## config.mk

```make
export PLATFORM = sky130hd
export DESIGN_NAME = ps2_rx_frame
export DESIGN_NICKNAME = d
export VERILOG_FILES = /design/src/rtl/ps2_rx_frame.sv
export SDC_FILE = /design/constraint.sdc
export NUM_CORES = 1
export LEC_CHECK = 0
export CORE_MARGIN = 5
export CORE_UTILIZATION = 35
export DETAILED_ROUTE_END_ITERATION = 6
export MAX_ROUTING_LAYER = met4
export SYNTH_ARGS = -nofsm -noshare
export SYNTH_HDL_FRONTEND = slang
export SYNTH_SLANG_ARGS = --single-unit
```

## constraint.sdc

```tcl
create_clock -name clk -period 4.2 [get_ports clk]
set_clock_uncertainty 0.15 [all_clocks]
set_input_delay 0.63 -clock clk [delete_from_list [all_inputs] [get_ports clk]]
set_output_delay 0.63 -clock clk [all_outputs]
set_load 0.05 [all_outputs]
```

## src/rtl/ps2_rx_frame.sv

```systemverilog
// ps2_rx_frame -- PS/2 device-to-host frame receiver.
//
// Synchronises and glitch-filters the open-collector PS/2 clock/data pins,
// deserialises Set-2 frames (start, 8 data LSB-first, odd parity, stop) and
// presents good bytes on a valid/ready holding register.
//
// Ports:
//   clk          system clock
//   rst          asynchronous active-low reset
//   ps2_clk_in   PS/2 clock pin (asynchronous)
//   ps2_dat_in   PS/2 data pin (asynchronous)
//   rx_data      received byte, valid while rx_valid=1
//   rx_valid     holding register full
//   rx_ready     consumer takes the byte when rx_valid && rx_ready
//   rx_overrun   1-cycle pulse: good frame dropped, holding register full
//   err_parity   1-cycle pulse: odd-parity check failed
//   err_frame    1-cycle pulse: bad start or bad stop bit
//   err_timeout  1-cycle pulse: frame aborted by watchdog
//   busy         1 while a frame is in progress
//
// Optional feature macro: PS2_RX_TIMEOUT_EN enables the in-frame watchdog.
// Without it err_timeout is tied 0 and the FSM waits indefinitely.
//
// state  | meaning
// -------+------------------------------------------
// IDLE   | waiting for a start bit
// DATA   | shifting in the 8 data bits, LSB first
// PARITY | next strobe carries the parity bit
// STOP   | next strobe carries the stop bit; judge frame

module ps2_rx_frame #(
  parameter int FILTER_LEN     = 8,
  parameter int TIMEOUT_CYCLES = 200000
) (
  input  logic       clk,
  input  logic       rst,
  input  logic       ps2_clk_in,
  input  logic       ps2_dat_in,
  output logic [7:0] rx_data,
  output logic       rx_valid,
  input  logic       rx_ready,
  output logic       rx_overrun,
  output logic       err_parity,
  output logic       err_frame,
  output logic       err_timeout,
  output logic       busy
);

  typedef enum logic [1:0] {S_IDLE, S_DATA, S_PARITY, S_STOP} state_t;

  logic clk_meta_q, clk_sync_q, dat_meta_q, dat_sync_q;
  logic [FILTER_LEN-2:0] hist_q, hist_d;
  logic [FILTER_LEN-1:0] hist_ext;
  logic filt_q, filt_d;
  logic all_lo, all_hi, strobe;

  state_t     state_q, state_d;
  logic [2:0] bit_cnt_q, bit_cnt_d;
  logic [7:0] shift_q, shift_d;
  logic       parity_q, parity_d;
  logic       good_q, good_d;
  logic       perr_q, perr_d;
  logic       ferr_q, ferr_d;
  logic       busy_q;

  logic [7:0] rx_data_q, rx_data_d;
  logic       rx_valid_q, rx_valid_d;
  logic       ovr_q, ovr_d;

`ifdef PS2_RX_TIMEOUT_EN
  localparam int TW = $clog2(TIMEOUT_CYCLES + 1);
  logic [TW-1:0] to_cnt_q, to_cnt_d;
  logic          tmo_q, tmo_d;
`endif

  // The history holds the FILTER_LEN-1 previous synchronised samples; together
  // with the current sample that gives FILTER_LEN consecutive samples.
  assign hist_ext = {hist_q, clk_sync_q};
  assign hist_d   = hist_ext[FILTER_LEN-2:0];
  assign all_lo   = !clk_sync_q && (hist_q == '0);
  assign all_hi   = clk_sync_q && (&hist_q);
  assign filt_d   = all_lo ? 1'b0 : (all_hi ? 1'b1 : filt_q);
  // Strobe fires in the cycle the filtered clock is about to fall.
  assign strobe   = filt_q && all_lo;

  always_ff @(posedge clk or negedge rst) begin
    if (!rst) begin
      clk_meta_q <= 1'b1;
      clk_sync_q <= 1'b1;
      dat_meta_q <= 1'b1;
      dat_sync_q <= 1'b1;
      hist_q     <= '1;
      filt_q     <= 1'b1;
    end else begin
      clk_meta_q <= ps2_clk_in;
      clk_sync_q <= clk_meta_q;
      dat_meta_q <= ps2_dat_in;
      dat_sync_q <= dat_meta_q;
      hist_q     <= hist_d;
      filt_q     <= filt_d;
    end
  end

  always_comb begin
    state_d   = state_q;
    bit_cnt_d = bit_cnt_q;
    shift_d   = shift_q;
    parity_d  = parity_q;
    good_d    = 1'b0;
    perr_d    = 1'b0;
    ferr_d    = 1'b0;
`ifdef PS2_RX_TIMEOUT_EN
    tmo_d     = 1'b0;
    to_cnt_d  = to_cnt_q;
`endif
    case (state_q)
      S_IDLE: begin
        if (strobe) begin
          if (!dat_sync_q) begin
            state_d   = S_DATA;
            bit_cnt_d = 3'd0;
          end else begin
            ferr_d = 1'b1;
          end
        end
      end
      S_DATA: begin
        if (strobe) begin
          shift_d   = {dat_sync_q, shift_q[7:1]};
          bit_cnt_d = bit_cnt_q + 3'd1;
          if (bit_cnt_q == 3'd7) state_d = S_PARITY;
        end
      end
      S_PARITY: begin
        if (strobe) begin
          parity_d = dat_sync_q;
          state_d  = S_STOP;
        end
      end
      S_STOP: begin
        if (strobe) begin
          ferr_d  = !dat_sync_q;
          perr_d  = !(^{shift_q, parity_q});
          good_d  = dat_sync_q && (^{shift_q, parity_q});
          state_d = S_IDLE;
        end
      end
      default: state_d = S_IDLE;
    endcase
`ifdef PS2_RX_TIMEOUT_EN
    // A strobe always restarts the watchdog, so an edge arriving exactly at
    // the limit still advances the frame.
    if (state_q == S_IDLE || strobe) begin
      to_cnt_d = '0;
    end else if (to_cnt_q == TW'(TIMEOUT_CYCLES - 1)) begin
      state_d   = S_IDLE;
      bit_cnt_d = 3'd0;
      shift_d   = 8'h00;
      tmo_d     = 1'b1;
      to_cnt_d  = '0;
    end else begin
      to_cnt_d = to_cnt_q + 1'b1;
    end
`endif
  end

  always_ff @(posedge clk or negedge rst) begin
    if (!rst) begin
      state_q   <= S_IDLE;
      bit_cnt_q <= 3'd0;
      shift_q   <= 8'h00;
      parity_q  <= 1'b0;
      good_q    <= 1'b0;
      perr_q    <= 1'b0;
      ferr_q    <= 1'b0;
      busy_q    <= 1'b0;
    end else begin
      state_q   <= state_d;
      bit_cnt_q <= bit_cnt_d;
      shift_q   <= shift_d;
      parity_q  <= parity_d;
      good_q    <= good_d;
      perr_q    <= perr_d;
      ferr_q    <= ferr_d;
      busy_q    <= (state_d != S_IDLE);
    end
  end

`ifdef PS2_RX_TIMEOUT_EN
  always_ff @(posedge clk or negedge rst) begin
    if (!rst) begin
      to_cnt_q <= '0;
      tmo_q    <= 1'b0;
    end else begin
      to_cnt_q <= to_cnt_d;
      tmo_q    <= tmo_d;
    end
  end
  assign err_timeout = tmo_q;
`else
  assign err_timeout = 1'b0;
`endif

  // Holding register: a byte consumed in the same cycle a new one arrives
  // makes room for it, so only a truly full register overruns.
  always_comb begin
    rx_data_d  = rx_data_q;
    rx_valid_d = rx_valid_q;
    ovr_d      = 1'b0;
    if (good_q) begin
      if (!rx_valid_q || rx_ready) begin
        rx_data_d  = shift_q;
        rx_valid_d = 1'b1;
      end else begin
        ovr_d = 1'b1;
      end
    end else if (rx_valid_q && rx_ready) begin
      rx_valid_d = 1'b0;
    end
  end

  always_ff @(posedge clk or negedge rst) begin
    if (!rst) begin
      rx_data_q  <= 8'h00;
      rx_valid_q <= 1'b0;
      ovr_q      <= 1'b0;
    end else begin
      rx_data_q  <= rx_data_d;
      rx_valid_q <= rx_valid_d;
      ovr_q      <= ovr_d;
    end
  end

  assign rx_data    = rx_data_q;
  assign rx_valid   = rx_valid_q;
  assign rx_overrun = ovr_q;
  assign err_parity = perr_q;
  assign err_frame  = ferr_q;
  assign busy       = busy_q;

endmodule
```

# == Word-level counts from Yosys, hierarchy flattened ==
# Cells that the tools add are included.
# classes
n_addsub,1
mul,0
n_div,0
order_cmp,0
n_eq_ne,8
shift,0
mux,26
bitwise,0
reduce_logical,23
# ops
op,n
1-bit 2-to-1 mux,14
2-bit 2-to-1 mux,6
3-bit 2-to-1 mux,3
9-bit parity,1
2-bit case mux with 4 select lines,1
2-bit AND reduction,4
2-bit nonzero test,4
7-bit zero test,1
7-bit AND reduction,1
2-bit inequality test (second input constant),3
3-bit case mux with 2 select lines,1
1-bit logical AND,5
2-bit equality test (second input constant),2
1-bit zero test,4
4-bit AND reduction,1
3-bit by 1-bit adder with 3-bit output (second input constant),1
3-bit equality test (second input constant),1
2-bit by 1-bit equality test with 1-bit output (second input constant),1
2-bit zero test,1
2-bit by 1-bit inequality test with 1-bit output (second input constant),1
1-bit case mux with 2 select lines,1
1-bit logical OR,1
# totals
register_bits,40
latchBits,0
ram_bits,0
rom_bits,0
in_bits,5
out_inout_bits,14
elab_cells,75
memories,0

# == Depth between registers and ports, before layout ==
# Gate-level depths: netlist (run 1).
# depth
word_depth,6
depth_mapped,7
depth_no_buf,6

# == Worst setup path before layout (run 1) ==
# No wires, ideal clock.
# synth_path
kind,reg2reg
startpoint,reg state_q[1]
endpoint,reg bit_cnt_q[0]
setup_ps,125
t_arrival_ps,1583
path_slack_ps,2342
path_stages_with_launch,8
n_path_buf,1
path_cell_list,dfrtp_1 inv_1 ha_1 clkbuf_1 nand2_1 and4_1 and2_1 mux2_2
# synth_via
elab_chain_len,3
elab_cells_between_ends,8
# synth_rtl
item,line_no,text
"start, declared",57,"state_t state_q, state_d;"
"start signal, assigned",178,state_q <= state_d;
2-bit by 1-bit equality test with 1-bit output / 2-bit zero test (equally long branches),116,case (state_q)
2-bit inequality test (no line) / 2-bit nonzero test (equally long branches),--,
4-bit AND reduction (no line),--,
"end signal, assigned",179,bit_cnt_q <= bit_cnt_d;
"end, declared",58,"logic [2:0] bit_cnt_q, bit_cnt_d;"
# Parallel ways exist; a longest one is shown, timed or not.
# A chain may end at the register's enable or synchronous reset.

# == Final worst setup path (run 1) ==
# layout_path
startpoint,reg rx_data_q[5] (netlist: rx_data[5])
endpoint,out rx_data[5]
# layout_lines
item,line_no,text
"start, declared",66,"logic [7:0] rx_data_q, rx_data_d;"
"start signal, assigned",228,rx_data_q <= rx_data_d;
"end, declared",39,"output logic [7:0] rx_data,"
# No word-level cell between the ends.

==> results of run 1 <==
==> layer usage <==
metal	track usage (%)	vias up
met5	-	-
met3	3.273	11
li1	-	462
met4	6.529	0
met1	12.27	484
met2	16.78	35
==> sequential cells by signal, indices dropped and copies added, names as in the netlist, 2 cells and up <==
signal,cells
rx_data,8
shift_q,8
hist_q,7
bit_cnt_q,3
state_q,2
==> through the flow <==
step           util [%]  hold slack, ns  worst slack, ns
2_1_floorplan         -          0.1844            2.342
3_3_place_gp      40.69          0.1971            2.108
6_report          42.97          0.2062            1.966
3_5_place_dp      40.69          0.1968            2.065
4_1_cts           42.97          0.2074            1.937
5_1_grt           42.97          0.2091            1.902
==> synthesized netlist by cell type, drive strengths merged <==
library cell,count
xnor2,6
nand2b,2
clkbuf,1
nand3,1
nor3,2
or3b,1
xor2,1
and4,2
a311o,1
xnor3,1
nand2,9
conb,1
a2111oi,1
buf,2
nor2,2
o21ai,3
nand4,2
and2,1
ha,6
dfstp,12
mux2,18
mux2i,1
a41oi,1
a21oi,1
a22o,2
and3,2
o221a,1
o41ai,1
inv,5
dfrtp,28
nor4,3
==> report_power, final <==
part           internal [W]  leakage (nW)  switching, W
Combinational    0.00000553         0.366     0.0000120
Clock              0.000176        0.0552      0.000128
Sequential         0.000397         0.517    0.00000814
Total              0.000579         0.939      0.000148
==> worst paths after layout <==
check / to / slack (ns) / startpoint / cells past startpoint
worst max-delay path: rx_data[5] / 1.97 / rx_data[5] / 1
worst min register to register: dat_sync_q / 0.21 / dat_meta_q / 0
max in group asynchronous: bit_cnt_q[0] / 3.08 / rst / 1
worst max register to register: state_q[1] / 2.18 / hist_q[3] / 4
worst min-delay path: dat_sync_q / 0.21 / dat_meta_q / 0
min in group asynchronous: rx_data[2] / 0.29 / rst / 1
==> kinds of logic (layout without fill, tap and decap cells) <==
family	count (synthesis)	in the layout
other	1	1
AO/OA/AOI/OAI	11	11
XOR/XNOR	8	8
adder cells (fa/ha/maj)	6	6
AND/OR/NAND/NOR	27	27
multiplexers	19	19
flip-flops	40	40
buffers and inverters	8	30
==> layout make-up <==
type,instances,area share (%)
Clock buffer,6,3.576
Inverter,5,0.9248
Clock inverter,2,1.726
Sequential cell,40,50.06
Multi-Input combinational cell,72,31.44
Tap cell,67,4.131
Timing Repair Buffer,17,8.138
==> impl_results.md, run 1 <==
- Status: complete, no violations
- DR WL/cell: 13.27 um
- Placed cell areas: 1922 um2
- Leak: 0.9388 nW
- Top cells by area, synth: dfrtp_1 (41%), dfstp_2 (19%), mux2_1 (6.0%), mux2_2 (6.0%), ha_1 (4.4%)
- Net Count, Synth: 131
- Hold_buf cts: 0
- Register bit total from synthesis: 40
- Worst min-delay path category: reg2reg
- Antenna cells: 0
- Share of the synthesized area in the top cell type: 41.42%
- Tot GR Track Use: 10.81%
- Post-Syn Area: 1692 um2
- Post-synthesis xor/xnor area fraction: 4.956%
- Yosys warns: 0
- Period minus WS final: 2.234 ns
- Routed wire length: 2.773 mm
- 1st-iter DRT viols: 130
- Synthesized-area fraction occupied by adder cells: 4.438%
- CP max stage cell: clkdlybuf4s50_1
- Grt total ovfl: 0
- Final net count: 152
- CP Class: reg2out
- Least-Margin Pin Slew: 0.8416 ns
- RSZ-0062 raised after global routing: false
- Area of the die: 6323 um2
- Die Wd: 79.52 um
- Post-synthesis mux area share: 12.57%
- Fmax: 447.6 MHz
- Avg Cell Area, Syn: 14.10 um2
- Final cell count without fillers: 209
- CP arrival: 1.45 ns
- Commonest non-fill, non-tap cells in the layout: dfrtp_1 (28), clkdlybuf4s50_1 (16), dfstp_2 (12)
- Synth area leader: dfrtp_1
- Period utilization: 53.19%
- Total negative setup slack: 0 ns
- Port bufs: 17
- Final setup fails: 0
- Synth Area in Compound Gates: 5.030%
- Core footprint: 4723 um2
- P&R area growth vs syn: 19.97%
- Setup Buffers After CTS: 0
- Io pins: 19
- First-pass iteration count of the detailed router: 4
- Vias in the first global route: 1104
- Max layer used: met4
- WP data required: 3.42 ns
- Post-DP HPWL: 1.940 mm
- Max-slew headroom: 43.90%
- Pin count of the biggest net entering global routing: 41
- Die Ht: 79.52 um
- DR WL met2: 1.329 mm
- Worst-path cell chain: clkdlybuf4s50_1
- Antenna-violating nets left: 0
- TritonCTS clock tree: yes
- Simple-gate share of the synthesized area: 10.50%
- Max FO, Critical Path: 2
- TritonCTS Buffers: 5
- Gate Count Post-Synth: 120
- PD cells: 358.0 nW/um2
- Largest stage delay, worst path: 0.82 ns
- Register area: 1016 um2
- Crit-path leading delay family: buffers and inverters
- Design Power: 0.0007266 W
- Most common cell after layout, fill and taps aside: dfrtp_1
- Max_cap viols: 0
- CTS HTree Levels: 2
- Initial antenna violation count: 0
- Area of the multi-input gates: 638.1 um2
- GPL Wtd Cong: 0.7853
- Placed Cells: 201
- Via-to-Cell Ratio: 4.746
- Endpoints failing hold: 0
- CP Capture Type: output pin
- Fillers: 419
- Layout cells sized above 1: 23.24%
- DRT met1 WL: 1.212 mm
- Row count: 25
- Clock root cell: clkbuf_8
- Met3 WL post-DR: 153 um
- Critical path buffers and inverters: 1
- Post-route DRC: 0
- Final Cell Area: 2029 um2
- Clock slew at reported path FFs: 0.07 ns
- Wire length of the first global-routing pass: 5.085 mm
- Worst skew pair latency: 0.29 ns
- Largest family of logic cells by synthesized area: multiplexers
- Distinct cells, synth: 35
- Post-synthesis sequential area ratio: 60.06%
- Clock tree sinks: 40
- Via count: 992
- Startpoint types: flip-flop
- CTS resizes: 0
- Slew Viols, Final: 0
- Maximum vdd drop: 0.1477 mV
- Clk buf depth: 2
- Initial Util: 35.81%
(Power assumes the default switching activity.)
==> run 2: changes to the inputs <==
- clock period: 4.2 -> 2.3 ns (I/O delays scaled with it)
==> impl_results.md, run 2 (synthesized netlist as in run 1, its figures left out) <==
- Period utilization: 88.02%
- Slew Viols, Final: 0
- Clock tree sinks: 40
- Max FO, Critical Path: 6
- Hold WS: -0.001037 ns
- Setup Buffers After CTS: 0
- Post-DP HPWL: 2.067 mm
- CP Class: reg2reg
- Least-Margin Pin Slew: 0.8364 ns
- Antenna cells: 0
- Area of the die: 6323 um2
- Total negative setup slack: 0 ns
- Routed wire length: 2.855 mm
- Pin count of the biggest net entering global routing: 41
- Via count: 1005
- Endpoints failing hold: 3
- Clk buf depth: 2
- Fmax: 494.0 MHz
- Io pins: 19
- Fillers: 436
- Die Wd: 79.52 um
- PD cells: 608.0 nW/um2
- Worst skew pair latency: 0.29 ns
- Wire length of the first global-routing pass: 5.009 mm
- Port bufs: 17
- Violated checks: hold timing
- Leak: 0.9315 nW
- WP data required: 2.32 ns
- Final setup fails: 0
- GPL Wtd Cong: 0.9304
- Clock slew at reported path FFs: 0.08 ns
- Worst min-delay path category: in2async
- Layout cells sized above 1: 23.94%
- Clock root cell: clkbuf_8
- Final Cell Area: 2009 um2
- Final net count: 152
- Die Ht: 79.52 um
- Max_cap viols: 0
- CP Capture Type: flip-flop
- Initial Util: 35.81%
- Maximum vdd drop: 0.2613 mV
- CTS HTree Levels: 2
- Period minus WS final: 2.024 ns
- Commonest non-fill, non-tap cells in the layout: dfrtp_1 (28), clkdlybuf4s50_1 (16), dfstp_2 (12)
- 1st-iter DRT viols: 75
- TritonCTS clock tree: yes
- Vias in the first global route: 1014
- Grt total ovfl: 0
- Max-slew headroom: 44.24%
- CTS resizes: 0
- DR WL/cell: 13.66 um
- Startpoint types: flip-flop
- First-pass iteration count of the detailed router: 4
- Hold_buf cts: 0
- Core footprint: 4723 um2
- Placed cell areas: 1922 um2
- Post-route DRC: 0
- Initial antenna violation count: 0
- Status: finished, violations left
- Most common cell after layout, fill and taps aside: dfrtp_1
- Design Power: 0.001222 W
- Row count: 25
- CP arrival: 2.04 ns
- Via-to-Cell Ratio: 4.809
- Antenna-violating nets left: 0
- TritonCTS Buffers: 5
- P&R area growth vs syn: 18.79%
- Tot GR Track Use: 10.64%
- RSZ-0062 raised after global routing: false
==> run 2: worst paths after layout <==
check / depth (start not counted) / to / start / slack [ns]
min reg2reg: 0 / dat_sync_q / dat_meta_q / 0.21
min: 1 / rx_data[1] / rst / -0.001
max: 4 / state_q[1] / hist_q[3] / 0.28
min in group clk: 0 / dat_sync_q / dat_meta_q / 0.21
max in group asynchronous: 1 / busy / rst / 1.48
max reg2reg: 4 / state_q[1] / hist_q[3] / 0.28
==> run 2: per-stage QoR <==
| stage | hold WS (ns) | util [%] | std cells | worst slack (ns) |
|---|---|---|---|---|
| after floorplan | -0.1006 | - | 120 | 0.4422 |
| after global placement | 0.1973 | 40.69 | 201 | 0.3786 |
| after detailed placement | 0.2010 | 40.69 | 201 | 0.3060 |
| after CTS | 0.03209 | 42.54 | 209 | 0.2851 |
| after global routing | 0.08867 | 42.54 | 209 | 0.1889 |
| final | -0.001037 | 42.54 | 209 | 0.2755 |
==> run 2: critical path, cell delays in order, from the launching register on <==
cell	delay, ns
dfstp_2	0.39
nor4_4	0.41
and3_1	0.37
a311o_1	0.23
or3b_1	0.35
==> run 2: cell type report <==
type / count / area, um2 / area share, %
clock buffer: 5 / 68.82 / 3.425
clock inverter: 3 / 18.77 / 0.9340
inverter: 5 / 18.77 / 0.9340
multi-input combinational: 72 / 638.1 / 31.76
sequential: 40 / 1016 / 50.56
tap: 67 / 83.83 / 4.172
timing repair buffer: 17 / 165.2 / 8.219
==> run 2: report_power, final <==
part            total, W  internal, W  switching [W]
Sequential      0.000740     0.000725      0.0000153
Combinational  0.0000325    0.0000101      0.0000224
Clock           0.000449     0.000211       0.000238
Total            0.00122     0.000946       0.000275
==> run 2: layer usage <==
layer  vias to the layer above  part of all wire [%]  global-route usage (%)
met1                       494                    41                   11.41
met2                        36                    50                   17.20
met5                         -                     0                       -
li1                        465                     -                       -
met3                        10                   6.2                   3.273
met4                         0                   3.1                   6.529
==> patch (flow settings as in run 1) <==
Build with the macro `PS2_RX_TIMEOUT_EN` defined.
--- a/src/rtl/ps2_rx_frame.sv
+++ b/src/rtl/ps2_rx_frame.sv
@@ -28,4 +28,6 @@
 // PARITY | next strobe carries the parity bit
 // STOP   | next strobe carries the stop bit; judge frame
+
+`define PS2_RX_TIMEOUT_EN
 
 module ps2_rx_frame #(
Formal check against the unedited RTL: same outputs for any inputs over 10 cycles, from zero or initial values and one cycle with rst low; that may be too few to reach the edited logic, so the function may still have changed.
==> patch against run 1 <==
First-iteration DRC count fell by 25%; sequential cell count rose by 19; routed wire length rose by 81%; synthesized area rose by 61%; count of clock-buffer cells in the layout rose by 5; sequential share of layout area fell by 3.7 points; clock power rose by 90%; worst hold slack got worse by 0.060 ns; final area rose by 59%; worst setup slack got worse by 0.37 ns; combinational power rose to 11 times the old value; power rose by 93%; highest routed layer unchanged; critical endpoint is now busy$_DFF_PN0_.
==> patch: results (changes against run 1) <==
[run_status]
status=complete, no violations

[global_routing]
grt_start_max_net_pins=35  ; -15%
grt_pass1_wl_microns=8730  ; +72%

[setup_path]
cp-endpoint=busy$_DFF_PN0_
worstPathArrival_ns=2.63  ; +1.18 ns
crit_path_max_fanout=12  ; +10
path_delay_family=simple AND/OR/NAND/NOR gates
r2r-end=busy$_DFF_PN0_
slowest_stage=nor4_2
r2r_start=to_cnt_q[9]$_DFF_PN0_

[cells_and_area]
fill_cells=744  ; +78%
nMultiInputCombCells=170  ; +140%
multi_input_area_share_pct=36.1  ; +4.7 points
nets=278  ; +83%
clock_area_share_pct=7.04  ; +1.7 points
antenna_cells=0  ; unchanged
sh_seq_area_pct=46.4  ; -3.7 points
nNonClkBuffers=19  ; +2
nClkBuffers=11  ; +5
inverters=7  ; +2
drive_above_1_share_pct=14.0  ; -9.2 points
buf_share_pct=5.68  ; -2.5 points
syn_to_final_growth_pct=18.3

[routing]
drt-initial-drc-count=97  ; -25%
routed_via_density=5.02  ; +5.7%
wire_per_inst_microns=13.4  ; +1.2%
vias=1871  ; +89%

[pwr]
p_leak_nw=1.36  ; +45%
max-vdd-ir-drop_v=0.000305  ; +110%

[logic_synthesis]
synth_fa_ha_area_share_pct=3.22  ; -1.2 points
synth_compound_area_share_pct=9.02  ; +4.0 points
synthTopCellsByCount=47 x dfrtp_1, 20 x nand2_1, 20 x nor2_1
synth.distinct_cells=48  ; +37%
syn-num-nets=257  ; +96%
netlist_top_cells_area=dfrtp_1 43%, dfstp_2 12%, mux2_1 3.7%
synth_seq_area_share_pct=54.8  ; -5.2 points
synth-xor-area-share_pct=6.30  ; +1.3 points
synth-main-ff-cell=dfrtp_1
postSynthAreaPerCell_sq_um=11.1  ; -21%
synth_mux_area_share_pct=3.73  ; -8.8 points

[cts]
clock-sinks=59  ; +48%
cts_buffers=9  ; +4
cts_root_buf=clkbuf_8
cts_max_level=3  ; +1
clk-insertion-delay-late_ns=0.33  ; +0.04 ns

[timing]
worstMarginPinSlew_ns=1.02  ; +0.180 ns
final.min_clock_period_ns=2.61  ; +0.371 ns

[die]
coreArea_sq_um=7650  ; +62%

[placed_design]
placed_cells=357  ; +78%
dpl.hpwl_microns=3440  ; +77%
gp_congestion=0.760  ; -3.2%
portBuffers=18  ; +1
place_ws_ns=1.56  ; -0.508 ns
place_area_sq_um=2990  ; +56%

[min_path]
min_path_type=in -> async

[patch: changes by cell type after synthesis, moves of 5 or more]
cell | run 1 | this run
dfrtp_1 | 28 | 47
nor2_1 | 2 | 20
a21oi_1 | 1 | 16
nand3_1 | 1 | 16
nand2_1 | 8 | 20
mux2_2 | 9 | 0
or3_1 | 0 | 7
buf_2 | 0 | 5
xnor2_1 | 6 | 11
xor2_1 | 1 | 6
[patch: worst min-delay path by stage]
stage	startpoint	end	slack, ns	cells after the start
2_1_floorplan	rst	bit_cnt_q[0]$_DFF_PN0_	0.18	0
3_3_place_gp	dat_meta_q$_DFF_PN1_	dat_sync_q$_DFF_PN1_	0.20	0
3_5_place_dp	clk_meta_q$_DFF_PN1_	clk_sync_q$_DFF_PN1_	0.20	0
4_1_cts	rst	rx_data[2]$_DFFE_PN0P_	0.15	1
5_1_grt	rst	rx_data[2]$_DFFE_PN0P_	0.19	1
6_report	rst	rx_data[2]$_DFFE_PN0P_	0.15	1
[patch: per-layer routing]
metal  part of all wire (%)  vias up  GRT usage [%]  wire, microns
met1                     45      900           13.7           2270
met4                    1.5        0           4.10             73
met5                      0        -              -              0
li1                       -      921              -              -
met3                    5.5        9           3.57            276
met2                     48       41           18.3           2390
[patch: cells by family (layout without fill, tap and decap cells)]
| logic type | Yosys count | after routing |
|---|---|---|
| xor+xnor | 18 | 18 |
| simple gates | 98 | 98 |
| mux | 9 | 9 |
| flops | 59 | 59 |
| compound gates | 38 | 38 |
| buf+inv | 16 | 42 |
| fa+ha+maj | 7 | 7 |
[patch: report_power, final]
group          switching, mW  leakage (nW)  internal, mW
combinational          0.120         0.461        0.0684
sequential            0.0302         0.777         0.603
clock                  0.216         0.119         0.363
